$ cat src/rtl/axi2ddr_prot_pkg.sv
// Shared types and constants for the AXI-to-DDR write-channel guard.
// Holds the FSM states, the legal burst lengths and the BRESP codes.
package axi2ddr_prot_pkg;

    typedef enum logic [2:0] {
        ST_IDLE,
        ST_PASS_AW,
        ST_PASS_W,
        ST_PASS_B,
        ST_DROP_W,
        ST_DROP_B
    } wr_state_e;

    localparam logic [1:0] RESP_OKAY   = 2'b00;
    localparam logic [1:0] RESP_SLVERR = 2'b10;

    localparam logic [7:0] LEN_4   = 8'd3;
    localparam logic [7:0] LEN_8   = 8'd7;
    localparam logic [7:0] LEN_16  = 8'd15;
    localparam logic [7:0] LEN_32  = 8'd31;
    localparam logic [7:0] LEN_64  = 8'd63;
    localparam logic [7:0] LEN_128 = 8'd127;
    localparam logic [7:0] LEN_256 = 8'd255;

    // Every AW field except the address, which is sized by a module parameter.
    typedef struct packed {
        logic [1:0] burst;
        logic [3:0] cache;
        logic [3:0] id;
        logic [7:0] len;
        logic       lock;
        logic [2:0] prot;
        logic [3:0] qos;
        logic [2:0] size;
        logic       user;
    } aw_ctrl_t;

    function automatic logic is_legal_len(input logic [7:0] len);
        case (len)
            LEN_4, LEN_8, LEN_16, LEN_32, LEN_64, LEN_128, LEN_256: return 1'b1;
            default:                                                return 1'b0;
        endcase
    endfunction

endpackage

$ cat src/rtl/cmip_app_cnt.sv
// Event counter with synchronous clear; wraps modulo 2^CNT_WD.
module cmip_app_cnt #(
    parameter int unsigned CNT_WD = 32
) (
    input  logic              clk,
    input  logic              rst_n,
    input  logic              i_clr,
    input  logic              i_vld,
    output logic [CNT_WD-1:0] o_cnt
);

    logic [CNT_WD-1:0] cnt_q;

    always_ff @(posedge clk or negedge rst_n) begin
        if (!rst_n) begin
            cnt_q <= '0;
        end else if (i_clr) begin
            cnt_q <= '0;
        end else if (i_vld) begin
            cnt_q <= cnt_q + CNT_WD'(1);
        end
    end

    assign o_cnt = cnt_q;

endmodule

$ cat src/rtl/axi2ddr_wr_protect.sv
// AXI4 write guard in front of the DDR controller: forwards legal bursts,
// sinks illegal-length bursts locally with an error BRESP and counts them.
module axi2ddr_wr_protect
    import axi2ddr_prot_pkg::*;
#(
    parameter int unsigned AXI_DATA_WD = 128,
    parameter int unsigned AXI_ADDR_WD = 64,
    parameter bit          DGBCNT_EN   = 1'b1,
    parameter int unsigned DGBCNT_WD   = 32,
    parameter logic [1:0]  ERR_RESP    = 2'b10
) (
    input  logic                     axi_clk,
    input  logic                     axi_rst_n,
    input  logic                     cfg_rst,

    input  logic [AXI_ADDR_WD-1:0]   s_axi_awaddr,
    input  logic [1:0]               s_axi_awburst,
    input  logic [3:0]               s_axi_awcache,
    input  logic [3:0]               s_axi_awid,
    input  logic [7:0]               s_axi_awlen,
    input  logic                     s_axi_awlock,
    input  logic [2:0]               s_axi_awprot,
    input  logic [3:0]               s_axi_awqos,
    input  logic [2:0]               s_axi_awsize,
    input  logic                     s_axi_awuser,
    input  logic                     s_axi_awvalid,
    output logic                     s_axi_awready,
    input  logic [AXI_DATA_WD-1:0]   s_axi_wdata,
    input  logic [AXI_DATA_WD/8-1:0] s_axi_wstrb,
    input  logic                     s_axi_wlast,
    input  logic                     s_axi_wvalid,
    output logic                     s_axi_wready,
    output logic [1:0]               s_axi_bresp,
    output logic [3:0]               s_axi_bid,
    output logic                     s_axi_bvalid,
    input  logic                     s_axi_bready,

    output logic [AXI_ADDR_WD-1:0]   m_axi_awaddr,
    output logic [1:0]               m_axi_awburst,
    output logic [3:0]               m_axi_awcache,
    output logic [3:0]               m_axi_awid,
    output logic [7:0]               m_axi_awlen,
    output logic                     m_axi_awlock,
    output logic [2:0]               m_axi_awprot,
    output logic [3:0]               m_axi_awqos,
    output logic [2:0]               m_axi_awsize,
    output logic                     m_axi_awuser,
    output logic                     m_axi_awvalid,
    input  logic                     m_axi_awready,
    output logic [AXI_DATA_WD-1:0]   m_axi_wdata,
    output logic [AXI_DATA_WD/8-1:0] m_axi_wstrb,
    output logic                     m_axi_wlast,
    output logic                     m_axi_wvalid,
    input  logic                     m_axi_wready,
    input  logic [1:0]               m_axi_bresp,
    input  logic [3:0]               m_axi_bid,
    input  logic                     m_axi_bvalid,
    output logic                     m_axi_bready,

    output logic [DGBCNT_WD-1:0]     err_wr_cnt
);

    wr_state_e              state_q, state_d;
    logic [AXI_ADDR_WD-1:0] awaddr_q;
    aw_ctrl_t               awctl_q;
    logic [7:0]             beat_q, beat_d;
    logic                   aw_hs;
    logic                   drop_vld;

    // awready is held low during reset and during a soft clear so no AW slips past either.
    assign s_axi_awready = (state_q == ST_IDLE) & axi_rst_n & ~cfg_rst;
    assign aw_hs         = s_axi_awvalid & s_axi_awready;
    assign drop_vld      = aw_hs & ~is_legal_len(s_axi_awlen);

    always_ff @(posedge axi_clk or negedge axi_rst_n) begin
        if (!axi_rst_n) begin
            state_q  <= ST_IDLE;
            beat_q   <= '0;
            awaddr_q <= '0;
            awctl_q  <= '0;
        end else if (cfg_rst) begin
            state_q  <= ST_IDLE;
            beat_q   <= '0;
            awaddr_q <= '0;
            awctl_q  <= '0;
        end else begin
            state_q <= state_d;
            beat_q  <= beat_d;
            if (aw_hs) begin
                awaddr_q <= s_axi_awaddr;
                awctl_q  <= '{burst: s_axi_awburst, cache: s_axi_awcache, id: s_axi_awid,
                              len: s_axi_awlen, lock: s_axi_awlock, prot: s_axi_awprot,
                              qos: s_axi_awqos, size: s_axi_awsize, user: s_axi_awuser};
            end
        end
    end

    always_comb begin
        state_d       = state_q;
        beat_d        = beat_q;
        m_axi_awaddr  = '0;
        m_axi_awburst = '0;
        m_axi_awcache = '0;
        m_axi_awid    = '0;
        m_axi_awlen   = '0;
        m_axi_awlock  = 1'b0;
        m_axi_awprot  = '0;
        m_axi_awqos   = '0;
        m_axi_awsize  = '0;
        m_axi_awuser  = 1'b0;
        m_axi_awvalid = 1'b0;
        m_axi_wdata   = '0;
        m_axi_wstrb   = '0;
        m_axi_wlast   = 1'b0;
        m_axi_wvalid  = 1'b0;
        m_axi_bready  = 1'b0;
        s_axi_wready  = 1'b0;
        s_axi_bresp   = '0;
        s_axi_bid     = '0;
        s_axi_bvalid  = 1'b0;

        case (state_q)
            ST_IDLE: begin
                if (aw_hs) begin
                    beat_d  = '0;
                    state_d = is_legal_len(s_axi_awlen) ? ST_PASS_AW : ST_DROP_W;
                end
            end
            ST_PASS_AW: begin
                m_axi_awvalid = 1'b1;
                m_axi_awaddr  = awaddr_q;
                m_axi_awburst = awctl_q.burst;
                m_axi_awcache = awctl_q.cache;
                m_axi_awid    = awctl_q.id;
                m_axi_awlen   = awctl_q.len;
                m_axi_awlock  = awctl_q.lock;
                m_axi_awprot  = awctl_q.prot;
                m_axi_awqos   = awctl_q.qos;
                m_axi_awsize  = awctl_q.size;
                m_axi_awuser  = awctl_q.user;
                if (m_axi_awready) state_d = ST_PASS_W;
            end
            ST_PASS_W: begin
                m_axi_wvalid = s_axi_wvalid;
                m_axi_wdata  = s_axi_wdata;
                m_axi_wstrb  = s_axi_wstrb;
                m_axi_wlast  = s_axi_wlast;
                s_axi_wready = m_axi_wready;
                if (s_axi_wvalid && m_axi_wready && s_axi_wlast) state_d = ST_PASS_B;
            end
            ST_PASS_B: begin
                s_axi_bvalid = m_axi_bvalid;
                s_axi_bresp  = m_axi_bresp;
                s_axi_bid    = m_axi_bid;
                m_axi_bready = s_axi_bready;
                if (m_axi_bvalid && s_axi_bready) state_d = ST_IDLE;
            end
            ST_DROP_W: begin
                s_axi_wready = 1'b1;
                if (s_axi_wvalid) begin
                    beat_d = beat_q + 8'd1;
                    // A master that never raises wlast is cut off after AWLEN+1 beats.
                    if (s_axi_wlast || beat_q == awctl_q.len) state_d = ST_DROP_B;
                end
            end
            ST_DROP_B: begin
                s_axi_bvalid = 1'b1;
                s_axi_bresp  = ERR_RESP;
                s_axi_bid    = awctl_q.id;
                if (s_axi_bready) state_d = ST_IDLE;
            end
            default: state_d = ST_IDLE;
        endcase
    end

    if (DGBCNT_EN) begin : g_err_cnt
        cmip_app_cnt #(
            .CNT_WD(DGBCNT_WD)
        ) u_err_cnt (
            .clk  (axi_clk),
            .rst_n(axi_rst_n),
            .i_clr(cfg_rst),
            .i_vld(drop_vld),
            .o_cnt(err_wr_cnt)
        );
    end else begin : g_no_err_cnt
        assign err_wr_cnt = '0;
    end

endmodule

$ cat config.mk
export PLATFORM = sky130hd
export DESIGN_NAME = axi2ddr_wr_protect
export DESIGN_NICKNAME = d
export VERILOG_FILES = /design/src/rtl/axi2ddr_prot_pkg.sv /design/src/rtl/cmip_app_cnt.sv /design/src/rtl/axi2ddr_wr_protect.sv
export SDC_FILE = /design/constraint.sdc
export NUM_CORES = 1
export LEC_CHECK = 0
export BUFFER_PORTS_ARGS = -buffer_cell sky130_fd_sc_hd__buf_4
export CAP_MARGIN = 5
export CORE_AREA = 3 3 207 209
export DETAILED_ROUTE_END_ITERATION = 7
export DIE_AREA = 0 0 210 212
export SKIP_LAST_GASP = 1
export SYNTH_ARGS = -nofsm -noshare
export SYNTH_HDL_FRONTEND = slang
export SYNTH_HIERARCHICAL = 1
export SYNTH_SLANG_ARGS = --single-unit
$ cat constraint.sdc
create_clock -name axi_clk -period 4 [get_ports axi_clk]
set_clock_uncertainty 0.15 [all_clocks]
set_input_delay 0.8 -clock axi_clk [delete_from_list [all_inputs] [get_ports axi_clk]]
set_output_delay 0.8 -clock axi_clk [all_outputs]
set_load 0.02 [all_outputs]
==> metrics.md <==
| Metric | Value |
|---|---|
| First-pass GRT wire length | `around 62,000 µm` |
| Post-synth EDFFs | `0` |
| Clk Latency, worst-skew pair | `0.42 ns` |
| Logic pwr share | `30.2%` |
| Final-report max-slew violation count | `0` |
| Max Fclk | `between 0.2 and 0.3 GHz` |
| Sequential group share of total power | `34.7%` |
| Min-Delay Path Class | `reg -> reg` |
| Initial core utilization | `20.0%` |
| Min-Delay Path Depth | `2` |
| Grt ovf | `0` |
| Area Growth Syn to Fin | `63.3%` |
| Sequential cell area | `3430 µm²` |
| Rows | `74` |
| Per-cell routed wire length | `22.2 µm` |
| Reg2reg start | `state_q[2]` |
| CTS resizes | `0` |
| Setup crit start | `state_q[1]` |
| Synth warnings | `6` |
| Register area share after synthesis | `41.8%` |
| Cell Pwr Density | `347 nW/µm²` |
| Run status | `complete, no violations` |
| Reg2reg end | `g_err_cnt.u_err_cnt/o_cnt[30]` |
| Final Instance Area | `13,400 µm²` |
| Worst Path Arrival | `2.67 ns` |
| Type of origin of the critical path | `register` |
| Die width | `between 200 and 250 µm` |
| Hold_sp | `awaddr_q[40]` |
| Critical Path RT | `3.05 ns` |
| Initial DRC Count | `508` |
| Final #Nets | `1,733` |
| Overall power after layout | `0.00464 W` |
| Worst Path Max Fanout | `34` |
| Tcrit/Tclk final | `90.6%` |
| Distinct cell type count after synthesis | `50` |
| Crit. End Element | `output port` |
| Final worst-path setup slack | `0.375 ns` |
| # IOs | `about 540` |
| Pre-CTS setup slack | `0.646 ns` |
| Num CTS Buffers | `17` |
| Core Area | `41,000 µm²` |
| Synth Instances | `975` |
| Setup tns final | `0 ns` |
| Share of cells above drive strength 1 | `40.9%` |
| Pin count of the biggest net entering global routing | `146` |
| Share of power burned in the clock network | `35.1%` |
| Fin util | `32.6%` |
| Post-detail-place hpwl | `roughly 37,000 µm` |
| Gr usage total | `19.2%` |
| Longest Clk Path Bufs | `2` |
| DP Area | `about 13,000 µm²` |
| Number of global-route vias before repair | `8,782` |
| Via/cell ratio | `4.41` |
| Clock sinks | `137` |
| DIE AREA | `44,500 µm²` |
| Psw | `approximately 0.0017 W` |
| Via count | `8,921` |
| Syn nets | `1,231` |
| Post-synthesis register bit count | `137` |
| Slew HR | `around 30%` |
| Synth async-reset ratio | `100%` |
| Multi-input gate area | `4410 µm²` |
| Max cap viols | `0` |
| Commonest non-fill, non-tap cells in the layout | `552 x buf_4, 241 x and2_1, 209 x nand2_1, 137 x dfrtp_1, 73 x nand3b_1` |
| Yosys top cell by area | `dfrtp_1` |
| Layout fillers | `between 4,000 and 5,000` |
| Initial antenna violation count | `5` |
| H-tree levels | `4` |
| CP Class | `reg -> out` |
| Min-Delay Endpoint | `awaddr_q[40]` |
| Clock tree root buffer cell | `clkbuf_16` |
| Die height | `212 µm` |
| Drt first pass iters | `5` |
| Final hold vios | `0` |
| Post-CTS setup buffer count | `0` |
| Main synth FF type | `dfrtp_1` |
| IO buf count | `536` |
| Net Sw Frac | `35.8%` |
| Final WL | `44,800 µm` |
| Leakage | `approximately 7 nW` |
| Int Power | `0.00298 W` |
| Worst r2r path cells | `9` |
| # DRC | `0` |
| Mapped cell area | `8200 µm²` |
| Commonest non-fill, non-tap cell in the layout | `buf_4` |
| Final RePlAce weighted congestion | `between 1 and 1.5` |
| Antenna viol nets, final | `0` |
| Syn_area_per_cell | `8.41 µm²` |
| RSZ-0062 raised after global routing | `no` |
| CTS tree | `built` |
| Min Tclk post-route | `3.62 ns` |
| Setup violations, final | `0` |
| Synth top area cells | `dfrtp_1 42%, and2_1 18%, nand2_1 9.6%` |
| Reg2Reg Setup Slack | `0.99 ns` |
| VDD IR max | `0.178 mV` |
| Worst slew pin tran | `1.05 ns` |
| Synth top area share | `41.8%` |
| Clk slew on worst S/H paths | `0.07 ns` |
==> timing repair <==
| item | 4_1_cts | 5_1_grt |
|---|---|---|
| endpoints found under the hold margin | 2 | 0 |
| hold buffers | 1 | 0 |
| endpoints found under the setup margin | 0 | 0 |
==> synthesized netlist by cell type, types with 2 or more instances <==
master and count:
a21o_1 2, a21oi_1 40, a22oi_1 4, and2_1 241
and3_1 7, and4_1 3, buf_1 4, buf_2 14
buf_4 3, buf_6 7, clkbuf_1 47, dfrtp_1 137
ha_1 2, inv_1 9, mux2_2 7, nand2_1 209
nand2b_1 3, nand3_1 10, nand3b_1 73, nand4_1 8
nor2_1 28, nor2b_1 17, nor3_1 12, nor3b_1 2
nor4_1 6, o211ai_1 2, o21a_1 2, o21ai_0 12
o21ai_1 2, o31ai_1 8, or3_1 8, or4_1 8
xnor2_1 15, xor2_1 7
==> per-layer routing <==
metal / routed length [µm] / track usage, % / share of wire (%) / vias up
met5: 13 / 0 / 0.029 / -
met4: 403 / 3.14 / 0.90 / 2
met3: 2440 / 3.76 / 5.4 / 20
met2: 23600 / 35.2 / 53 / 335
met1: 18400 / 23.8 / 41 / 4384
li1: - / - / - / 4180
==> worst max-delay path by stage <==
stage,to,slack (ns),cells after the start
2_1_floorplan,g_err_cnt.u_err_cnt/o_cnt[27],0.41,11
3_3_place_gp,g_err_cnt.u_err_cnt/o_cnt[27],0.65,9
3_5_place_dp,g_err_cnt.u_err_cnt/o_cnt[27],0.65,9
4_1_cts,m_axi_wdata[84],0.27,5
5_1_grt,m_axi_wdata[125],0.08,5
6_report,m_axi_wdata[125],0.38,5
==> cells by family after synthesis <==
group | count (synthesis) | synth area share (%)
compound gates | 80 | 6.09
xor+xnor | 22 | 2.35
fa+ha+maj | 2 | 0.305
buf+inv | 84 | 4.84
flops | 137 | 41.8
mux | 8 | 1.08
simple gates | 642 | 43.5
==> sequential cells by signal (all words and copies together), names as in the netlist <==
register and cells:
beat_q 8, awctl_q 30, state_q 3, awaddr_q 64
g_err_cnt.u_err_cnt/o_cnt 32
==> critical path, stage by stage, from the launching register on <==
cell     delay [ns]
dfrtp_1        0.65
nor2b_1        0.23
nor2b_4        0.67
buf_4          0.35
and2_1         0.17
buf_4          0.14
==> through the flow <==
stage	cells	hold slack, ns
after global routing	2022	0.372
after floorplan	975	0.317
after detailed placement	1989	0.334
after CTS	2022	0.354
final	2023	0.351
after global placement	1989	0.331
==> layout make-up <==
cell class	count	share of cell area (%)
clock inverter	15	1.35
clock buffer	17	3.18
tap	532	4.97
antenna	1	0.0187
inverter	9	0.252
timing repair buffer	558	31.7
multi-input combinational	754	32.9
sequential	137	25.6
==> power groups by stage <==
stage               Sequential [W]  Combinational [W]  Clock (W)
CTS                        0.00161            0.00142    0.00168
finish                     0.00161            0.00140    0.00163
global placement           0.00163            0.00141          0
detailed placement         0.00164            0.00142          0
floorplan                  0.00158           0.000749          0
global route               0.00163            0.00151    0.00175
No activity file was read; power rests on OpenSTA's default activity.
